**config.mk**
```make
export PLATFORM = sky130hd
export DESIGN_NAME = pixel_averager_flat
export DESIGN_NICKNAME = d
export VERILOG_FILES = /design/src/rtl/pixel_averager_if.sv /design/src/rtl/pixel_averager.sv /design/src/flat_wrapper.sv
export SDC_FILE = /design/constraint.sdc
export NUM_CORES = 2
export LEC_CHECK = 0
export BUFFER_PORTS_ARGS = -buffer_cell sky130_fd_sc_hd__buf_2
export CAP_MARGIN = 10
export CORE_AREA = 2 2 619 621
export CTS_BUF_LIST = sky130_fd_sc_hd__clkbuf_8
export CTS_CLUSTER_DIAMETER = 100
export DETAILED_ROUTE_END_ITERATION = 8
export DIE_AREA = 0 0 621 623
export PLACE_DENSITY = 0.45
export SLEW_MARGIN = 40
export SYNTH_ARGS = -nofsm -noshare
export SYNTH_HDL_FRONTEND = slang
export SYNTH_SLANG_ARGS = --single-unit
export TNS_END_PERCENT = 30
```
**constraint.sdc**
```tcl
create_clock -name clk -period 17.9 [get_ports clk]
set_input_delay 2.685 -clock clk [delete_from_list [all_inputs] [get_ports clk]]
set_output_delay 2.685 -clock clk [all_outputs]
set_load 0.02 [all_outputs]
```
**src/rtl/pixel_averager_if.sv**
```systemverilog
// pixel_averager_if
// Pixel stream handshake between an upstream raster source and pixel_averager.
//   pix_valid  upstream pixel valid
//   pix_sof    start-of-frame, qualified by pix_valid
//   pix_data   unsigned pixel value, WIDTH bits
//   pix_ready  sink can accept a pixel (driven by the sink, registered there)
// Modports: master = pixel source, slave = pixel_averager.
interface pixel_averager_if #(
    parameter int WIDTH = 8
) ();
    logic             pix_valid;
    logic             pix_sof;
    logic [WIDTH-1:0] pix_data;
    logic             pix_ready;

    modport master (
        output pix_valid,
        output pix_sof,
        output pix_data,
        input  pix_ready
    );

    modport slave (
        input  pix_valid,
        input  pix_sof,
        input  pix_data,
        output pix_ready
    );
endinterface

```
**src/rtl/pixel_averager.sv**
```systemverilog
// pixel_averager
// Streaming MLP front-end: takes a raster-order IMG_SIDE x IMG_SIDE grayscale
// image one pixel per handshake, averages every non-overlapping 2x2 block into
// one feature, publishes the flattened vector and pulses MLP_go. The vector is
// held stable and input is back-pressured until MLP_done returns.
//
// Ports:
//   clk              single clock, rising edge
//   reset            synchronous, active-low
//   pix              pixel stream (pixel_averager_if.slave)
//   MLP_done         one-cycle completion pulse from the MLP
//   MLP_go           one-cycle start pulse to the MLP
//   averaged_pixels  feature k = (r/2)*(IMG_SIDE/2)+(c/2) at [WIDTH*k +: WIDTH]
//
// Build option: define PIXEL_AVG_ROUND_EN for round-half-up averaging
// ((sum+2)>>2); otherwise the average truncates (sum>>2).
//
// state  | meaning
// -------+-------------------------------------------------------------
// FILL   | accepting pixels, accumulating blocks, writing features
// ISSUE  | one cycle, MLP_go high, input blocked
// WAIT   | input blocked, vector held until MLP_done
module pixel_averager #(
    parameter  int IMG_SIDE           = 28,
    parameter  int WIDTH              = 8,
    localparam int averaged_pixels_nr = (IMG_SIDE / 2) * (IMG_SIDE / 2)
) (
    input  logic                                clk,
    input  logic                                reset,
    pixel_averager_if.slave                     pix,
    input  logic                                MLP_done,
    output logic                                MLP_go,
    output logic [WIDTH*averaged_pixels_nr-1:0] averaged_pixels
);
    localparam int HALF = IMG_SIDE / 2;
    localparam int CW   = $clog2(IMG_SIDE);
    localparam int AW   = WIDTH + 2;
    localparam int FW   = WIDTH * averaged_pixels_nr;
    localparam logic [CW-1:0] LAST = CW'(IMG_SIDE - 1);

    typedef enum logic [1:0] {
        S_FILL,
        S_ISSUE,
        S_WAIT
    } state_t;

    state_t                    state_q, state_d;
    logic [CW-1:0]             c_q, c_d;
    logic [CW-1:0]             r_q, r_d;
    logic [HALF-1:0][AW-1:0]   acc_q, acc_d;
    logic [FW-1:0]             feat_q, feat_d;
    logic                      ready_q, ready_d;

    logic                      accept;
    logic [CW-1:0]             col_eff;
    logic [CW-1:0]             row_eff;
    logic [CW-2:0]             idx;
    logic [AW-1:0]             sum;
    logic [AW-1:0]             sum_rnd;
    logic [WIDTH-1:0]          feat_val;
    int                        feat_idx;

    always_comb begin
        state_d  = state_q;
        c_d      = c_q;
        r_d      = r_q;
        acc_d    = acc_q;
        feat_d   = feat_q;
        ready_d  = 1'b0;

        accept   = pix.pix_valid && ready_q;
        // A start-of-frame pixel is always position (0,0), discarding any partial frame.
        col_eff  = pix.pix_sof ? '0 : c_q;
        row_eff  = pix.pix_sof ? '0 : r_q;
        idx      = col_eff[CW-1:1];
        sum      = acc_q[idx] + AW'(pix.pix_data);
`ifdef PIXEL_AVG_ROUND_EN
        sum_rnd  = sum + AW'(2);
`else
        sum_rnd  = sum;
`endif
        // Max sum is 4*(2^WIDTH-1) (+2 when rounding), so the shifted value fits WIDTH bits.
        feat_val = WIDTH'(sum_rnd >> 2);
        feat_idx = int'(row_eff[CW-1:1]) * HALF + int'(idx);

        case (state_q)
            S_FILL: begin
                if (accept) begin
                    case ({row_eff[0], col_eff[0]})
                        2'b00:   acc_d[idx] = AW'(pix.pix_data);
                        2'b01,
                        2'b10:   acc_d[idx] = sum;
                        default: feat_d[WIDTH*feat_idx +: WIDTH] = feat_val;
                    endcase

                    if (col_eff == LAST) begin
                        c_d = '0;
                        if (row_eff == LAST) begin
                            r_d     = '0;
                            state_d = S_ISSUE;
                        end else begin
                            r_d = row_eff + CW'(1);
                        end
                    end else begin
                        c_d = col_eff + CW'(1);
                        r_d = row_eff;
                    end
                end
            end
            S_ISSUE: begin
                state_d = S_WAIT;
            end
            S_WAIT: begin
                if (MLP_done) begin
                    c_d     = '0;
                    r_d     = '0;
                    state_d = S_FILL;
                end
            end
            default: begin
                state_d = S_FILL;
            end
        endcase

        // Registered ready follows the next state so it is valid in the cycle it applies.
        ready_d = (state_d == S_FILL);
    end

    always_ff @(posedge clk) begin
        if (!reset) begin
            state_q <= S_FILL;
            c_q     <= '0;
            r_q     <= '0;
            acc_q   <= '0;
            feat_q  <= '0;
            ready_q <= 1'b0;
        end else begin
            state_q <= state_d;
            c_q     <= c_d;
            r_q     <= r_d;
            acc_q   <= acc_d;
            feat_q  <= feat_d;
            ready_q <= ready_d;
        end
    end

    assign pix.pix_ready   = ready_q;
    assign MLP_go          = (state_q == S_ISSUE);
    assign averaged_pixels = feat_q;
endmodule

```
**src/flat_wrapper.sv**
```systemverilog
// flat-port wrapper written by rule: the top's interface ports become plain ports
module pixel_averager_flat 
#(
    parameter  int IMG_SIDE           = 28,
    parameter  int WIDTH              = 8,
    localparam int averaged_pixels_nr = (IMG_SIDE / 2) * (IMG_SIDE / 2)
)
  (clk, reset, MLP_done, MLP_go, averaged_pixels, pix_pix_valid, pix_pix_sof, pix_pix_data, pix_pix_ready);
  pixel_averager_if #(.WIDTH(WIDTH)) pix_i ();
  input  logic clk;
  input  logic reset;
  input  logic MLP_done;
  output logic MLP_go;
  output logic [WIDTH*averaged_pixels_nr-1:0] averaged_pixels;
  input wire logic [$bits(pix_i.pix_valid)-1:0] pix_pix_valid;
  input wire logic [$bits(pix_i.pix_sof)-1:0] pix_pix_sof;
  input wire logic [$bits(pix_i.pix_data)-1:0] pix_pix_data;
  output wire logic [$bits(pix_i.pix_ready)-1:0] pix_pix_ready;
  assign pix_i.pix_valid = pix_pix_valid;
  assign pix_i.pix_sof = pix_pix_sof;
  assign pix_i.pix_data = pix_pix_data;
  assign pix_pix_ready = pix_i.pix_ready;
  pixel_averager #(.IMG_SIDE(IMG_SIDE), .WIDTH(WIDTH)) u_core (.clk(clk), .reset(reset), .pix(pix_i), .MLP_done(MLP_done), .MLP_go(MLP_go), .averaged_pixels(averaged_pixels));
endmodule
```
==> Word-level counts from Yosys, hierarchy flattened <==
Index checks and enable logic that the tools add are counted.
{ "classes": {"shift": 2, "multipliers": 1, "n_eq_ne": 8, "n_addsub": 5, "mux": 23, "n_bitwise": 1, "order_cmp": 2, "n_reduce_logical": 12} }
{ "ops": {"columns": ["op", "count"], "rows": [
  ["bitwise mux 1568 bit", 1],
  ["variable shift 8 x 33 -> 1568 bit (first input constant)", 1],
  ["indexed part select 8 x 33 -> 1568 bit", 1],
  ["bitwise mux 140 bit", 2],
  ["one-hot mux 140 bit (2 select lines)", 1],
  ["binary-select mux 10 bit (select 4 bit)", 1],
  ["demux 10 bit (select 4 bit)", 1],
  ["2-to-1 mux 5 bit", 8],
  ["negation 32 -> 33 bit", 1],
  ["adder 29 x 5 -> 29 bit", 1],
  ["2-to-1 mux 10 bit", 2],
  ["one-hot mux 5 bit (2 select lines)", 2],
  ["adder 10 x 8 -> 10 bit", 1],
  ["adder 5 x 1 -> 5 bit (second input constant)", 2],
  ["== test 5 bit (second input constant)", 2],
  ["AND reduction 3 bit", 3],
  ["2-to-1 mux 2 bit", 4],
  ["multiplier 4 x 3 -> 7 bit (second input constant)", 1],
  ["logical NOT 2 bit", 3],
  ["one-hot mux 2 bit (3 select lines)", 1],
  ["less-than comparator 4 x 5 -> 1 bit (second input constant)", 1],
  ["== test 2 x 1 -> 1 bit (second input constant)", 2],
  ["== test 2 bit (second input constant)", 2],
  ["greater-or-equal comparator 4 x 1 -> 1 bit (second input constant)", 1],
  ["7 further kinds", 9]
]} }
{ "word_totals": {"ff_bits": 1721, "inputBits": 13, "wordCells": 73, "output_inout_bits": 1570} }

==> Longest topological paths before layout <==
{ "depth": {"word_depth": 7, "mapped_depth": 24, "ltp_nobuf": 18} }

==> Worst setup path before layout <==
OpenSTA, ideal clock, no wires.
{ "synth_path": {"kind": "input port to flip-flop", "start": "input port pix_pix_sof", "end": "register u_core.feat_q[894], in the netlist u_core.averaged_pixels[894]", "slack_ps": 9730, "n_path_buf": 5, "t_required_ps": 17830, "setup_ps": 70, "t_arrival_ps": 8100, "stages": 21, "cell_sequence": "clkbuf_1 -> clkbuf_1 -> buf_1 -> buf_1 -> nor2b_1 -> ha_1 -> ha_1 -> fa_1 -> xnor2_2 -> or4_4 -> o21ai_0 -> nand2_1 -> a211oi_1 -> ha_1 -> nand2_1 -> nor4_2 -> nand2_1 -> clkbuf_1 -> nor4_1 -> o211ai_1 -> a21oi_1"} }
{ "synth_between": {"elab_chain_cells": 6, "word_cells_on_any_way": 17} }
{ "synth_rtl": {"columns": ["item", "line_no", "text"], "rows": [
  ["start, declared", "flat_wrapper.sv:16", "input wire logic [$bits(pix_i.pix_sof)-1:0] pix_pix_sof;"],
  ["2-to-1 mux 5 bit (on tied branches)", "pixel_averager.sv:74, pixel_averager.sv:73", null],
  ["multiplier 4 x 3 -> 7 bit / binary-select mux 10 bit (select 4 bit) (equally long branches)", "pixel_averager.sv:84, pixel_averager.sv:76", null],
  ["adder 29 x 5 -> 29 bit / 2-to-1 mux 10 bit (equally long branches)", "pixel_averager.sv:84, pixel_averager.sv:76", null],
  ["negation 32 -> 33 bit / adder 10 x 8 -> 10 bit (equally long branches)", "pixel_averager.sv:93, pixel_averager.sv:76", null],
  ["indexed part select 8 x 33 -> 1568 bit / variable shift 8 x 33 -> 1568 bit (equally long branches)", "pixel_averager.sv:93", "default: feat_d[WIDTH*feat_idx +: WIDTH] = feat_val;"],
  ["bitwise mux 1568 bit", "pixel_averager.sv:93", null],
  ["end signal, assigned", "pixel_averager.sv:142", "feat_q <= feat_d;"],
  ["end, declared", "pixel_averager.sv:51", "logic [FW-1:0] feat_q, feat_d;"]
]} }
Several ways; a longest one is shown, not always the timed one. The select of a mux whose other input is x is not followed.
A chain may end at the register's enable or synchronous reset.

==> Worst setup path in the final report <==
{ "layout_path": {"start": "input port pix_pix_sof", "end": "register u_core.feat_q[243], in the netlist u_core.averaged_pixels[243]"} }
Same word-level chain as after synthesis.

==> results.cfg <==
[place]
preCtsSetupSlack_ns = 8.30
dp.final_hpwl_mm = 336
gp_congestion = 0.895
buffer_ports.inserted = 1582

[logic_synthesis]
synth_nets = 7687
synth_seq_area_share_pct = 49.0
syn_inst = 7648
edff_count_synth = 0
synth_simple_gate_area_share_pct = 18.1
synth_area_leader_cell = dfxtp_1
synth_fa_ha_area_share_pct = 0.495
ys_ff_latch = 1721
yosys_most_used_dff = dfxtp_1
mappedNetlistArea_sq_mm = 0.0703
synth_xor_area_share_pct = 0.470
syn-mean-instance-area_sq_um = 9.19
synth.top_cell.area_share_pct = 49.0
synth-compound-area-share_pct = 13.7
synth_top_family_by_area = simple AND/OR/NAND/NOR gates
post_synth_num_cell_types = 92
postSynth.asyncResetShare_pct = 0
synthTopCellsByArea = dfxtp_1, mux2i_1, nand2_1
yosys_warnings = 0
synth.mux.area_fraction_pct = 13.8

[floorplan]
die-area_sq_mm = 0.387
placement_rows = 227
die_w_um = 621
coreArea_sq_mm = 0.381
pin_count = 1583
die_y_um = 623
initial_core_utilization_pct = 18.5

[setup_path]
worstPathArrival_ns = 9.44
critical_path.endpoint_type = register
rr_worst_depth = 18
critical_path.reg2reg.startpoint = u_core.c_q[2]
worst_r2r_endpoint = u_core.averaged_pixels[1084]
crit_type = input pin to register
timing.critical_path.fanout_max = 47
required_ns = 18.88
worst_setup_path_start_kind = input pin
ff2ff_setup_slack_ns = 10.72

[clocking]
cts-buffers-inserted = 338
postCtsResizedCells = 0
cts_hold_repair.buffers = 0
post-cts-setup-buffers = 0
clock-sinks = 1721
cts_tree = built
max-clock-path-buffers = 4
worst_setup_hold_path_clk_slew_ns = 0.05
worstSkewPairLatency_ns = 1.15
cts_htree_levels = 5
clk_root_buffer_cell = clkbuf_8

[flow_run]
max_cap_violations = 0

[timing]
clock.fmax_mhz = 118
setup-tns-final_ns = 0
max-slew-margin-rel_pct = 34.4
tightest_slew_ns = 0.984
timing.final.hold_violations = 0
final_hold_slack_ns = 0.452
layout_worst_path_cycle_share_pct = 47.3
number_of_failing_setup_endpoints_in_the_final_timing_report = 0
fin_crit_ns = 8.47
unrepaired_setup_endpoints_after_global_routing = false
drv_slew = 0
final.setup.worst_slack_ns = 9.43
timing.clock.skew_ns = 0.133

[routing]
remaining_drc_errors = 0
avgRoutedWirePerCell_um = 32.3
detail_route.wirelength_mm = 467
drt_pass1_iterations = 6
drtIter0Drc = 7400
detailroute.via_count = 67500
post_detailed_route_count_of_antenna_violating_nets = 0
vias_per_cell = 4.68

[grt]
grt_antenna_before_repair = 49
global_route_wire_length_before_repair_mm = 615
grt_start_max_net_pins = 174
globalRouteMet3Util_pct = 5.31
grtUsageMet1_pct = 27.5
gr-max-usage-layer = met2
grt_use_met2_pct = 37.9
number_of_global_route_vias_before_repair = 64900
grt-ovfl-total = 0
grt_util_overall_pct = 23.0

[worst_hold_path]
hp-class = register to register
number_of_instances_on_the_worst_hold_path = 2
hp-start = u_core.averaged_pixels[456]
hold_end = u_core.averaged_pixels[456]

[pwr]
worst_vdd_drop_v = 0.0000484
power.density_cell_area_mw_per_mm2 = 89.3
p_leak_nw = 38.1
fin_total_pwr_w = 0.00821

[cells_and_area]
fraction_of_final_layout_cells_with_drive_strength_greater_than_1_pct = 28.2
fill_cells = 41800
post-route-util_pct = 24.2
layout.nets = 9161
syn2layout_area_growth_pct = 30.9

[status]
outcome = finished clean
## cell families after synthesis
family / count (synthesis)
xor+xnor: 24
fa+ha+maj: 26
compound gates: 1712
buf+inv: 723
simple gates: 2476
mux: 966
flops: 1721
## flip-flops by register name, indices dropped and copies added (netlist names)
| signal | cells |
|---|---|
| u_core.acc_q | 140 |
| u_core.averaged_pixels | 1568 |
| u_core.c_q | 5 |
| u_core.pix.pix_ready | 1 |
| u_core.r_q | 5 |
| u_core.state_q | 2 |
## worst max-delay path, cell delays in order
cell	delay, ns
buf_2	0.08
buf_4	0.46
nor2b_1	0.18
ha_1	0.33
ha_1	0.30
ha_1	0.40
and2b_1	0.23
o21ai_2	0.46
nor4_2	0.10
xnor2_2	0.45
a211oi_1	0.12
ha_1	0.32
nand2_1	0.09
nor3_1	0.44
and3_4	0.47
buf_4	0.49
nand3_2	0.72
nor3_2	0.76
mux2i_1	0.25
## layout make-up
type                    instances  area (sq um)  area share, %
clock inverters               204          1350           1.47
inverters                      18          77.6         0.0843
diodes                         21          52.6         0.0571
clock buffers                 390          5370           5.83
flip-flops and latches       1721         34500           37.4
well taps                    5038          6300           6.85
repair buffers               1839         10400           11.3
multi-input cells            5204         34000           37.0
## per-layer routing
layer,vias to the layer above,share of wire [%]
li1,30200,-
met1,33400,40
met2,3141,47
met3,758,7.1
met4,10,6.6
met5,-,0.023
## Yosys cell counts, types with 7 or more instances
| cell | instances |
|---|---|
| dfxtp_1 | 1721 |
| nand2_1 | 1107 |
| mux2i_1 | 960 |
| a21oi_1 | 714 |
| o21ai_0 | 616 |
| nand3_1 | 547 |
| clkbuf_1 | 502 |
| nor2_1 | 261 |
| nand4_1 | 234 |
| o211ai_1 | 152 |
| buf_2 | 95 |
| buf_1 | 56 |
| nor4_2 | 49 |
| nor3_4 | 47 |
| a211oi_1 | 45 |
| o31ai_1 | 37 |
| nand3_4 | 36 |
| buf_4 | 32 |
| nor3_1 | 31 |
| and3_1 | 30 |
| ha_1 | 23 |
| and2_1 | 22 |
| buf_6 | 17 |
| o21ai_1 | 17 |
| o311ai_0 | 17 |
| inv_1 | 16 |
| nand3_2 | 16 |
| o41ai_1 | 16 |
| o22ai_1 | 15 |
| nor2b_1 | 13 |
| nor4_1 | 13 |
| or3_1 | 12 |
| nand2b_1 | 11 |
| o211a_1 | 11 |
| a221oi_1 | 10 |
| nor3_2 | 9 |
| nor2_2 | 8 |
| o21a_1 | 8 |
| xnor2_1 | 8 |
| a21o_1 | 7 |
| a31oi_1 | 7 |
## power breakdown
group          total [W]  internal (W)  switching (W)  leakage [nW]
Sequential       0.00383       0.00383    0.000000910          13.9
Combinational   0.000220     0.0000340       0.000186          20.2
Clock            0.00416       0.00218        0.00198          3.95
## cell usage in the layout, fill, tap and decap left out, types with 14 or more instances in the layout
| master | n |
|---|---|
| dfxtp_1 | 1720 |
| buf_2 | 1581 |
| nand2_1 | 1087 |
| mux2i_1 | 953 |
| a21oi_1 | 706 |
| o21ai_0 | 612 |
| nand3_1 | 529 |
| clkbuf_8 | 390 |
| nor2_1 | 241 |
| nand4_1 | 234 |
| buf_4 | 192 |
| inv_1 | 153 |
| o211ai_1 | 152 |
| nor3_4 | 56 |
| a211oi_1 | 44 |
| nand3_4 | 39 |
| nor4_4 | 37 |
| o31ai_1 | 37 |
| buf_6 | 37 |
| nand3_2 | 31 |
| nor4_2 | 25 |
| clkinv_2 | 24 |
| and3_1 | 22 |
| ha_1 | 22 |
| diode_2 | 21 |
| o21ai_1 | 18 |
| nor2_4 | 18 |
| nand2_2 | 17 |
| o311ai_0 | 16 |
| nor3_2 | 16 |
| o41ai_1 | 16 |
| o22ai_1 | 15 |
| nor3_1 | 15 |
| buf_12 | 14 |
## per-stage QoR
step           area [sq um]  std cells
6_report              92000      14400
5_1_grt               92000      14400
4_1_cts               91900      14400
3_5_place_dp          85100      13800
3_3_place_gp          84100      13800
2_1_floorplan         70300       7648
## worst max path at each step
stage	from	endpoint	slack (ns)	cells past startpoint
2_1_floorplan	pix_pix_sof	u_core.averaged_pixels[894]	9.73	21
3_3_place_gp	pix_pix_sof	u_core.averaged_pixels[170]	8.21	20
3_5_place_dp	pix_pix_sof	u_core.averaged_pixels[243]	8.30	19
5_1_grt	pix_pix_sof	u_core.averaged_pixels[572]	9.13	21
4_1_cts	pix_pix_sof	u_core.averaged_pixels[243]	9.44	19
6_report	pix_pix_sof	u_core.averaged_pixels[243]	9.43	19
No activity file was read; power rests on OpenSTA's default activity.
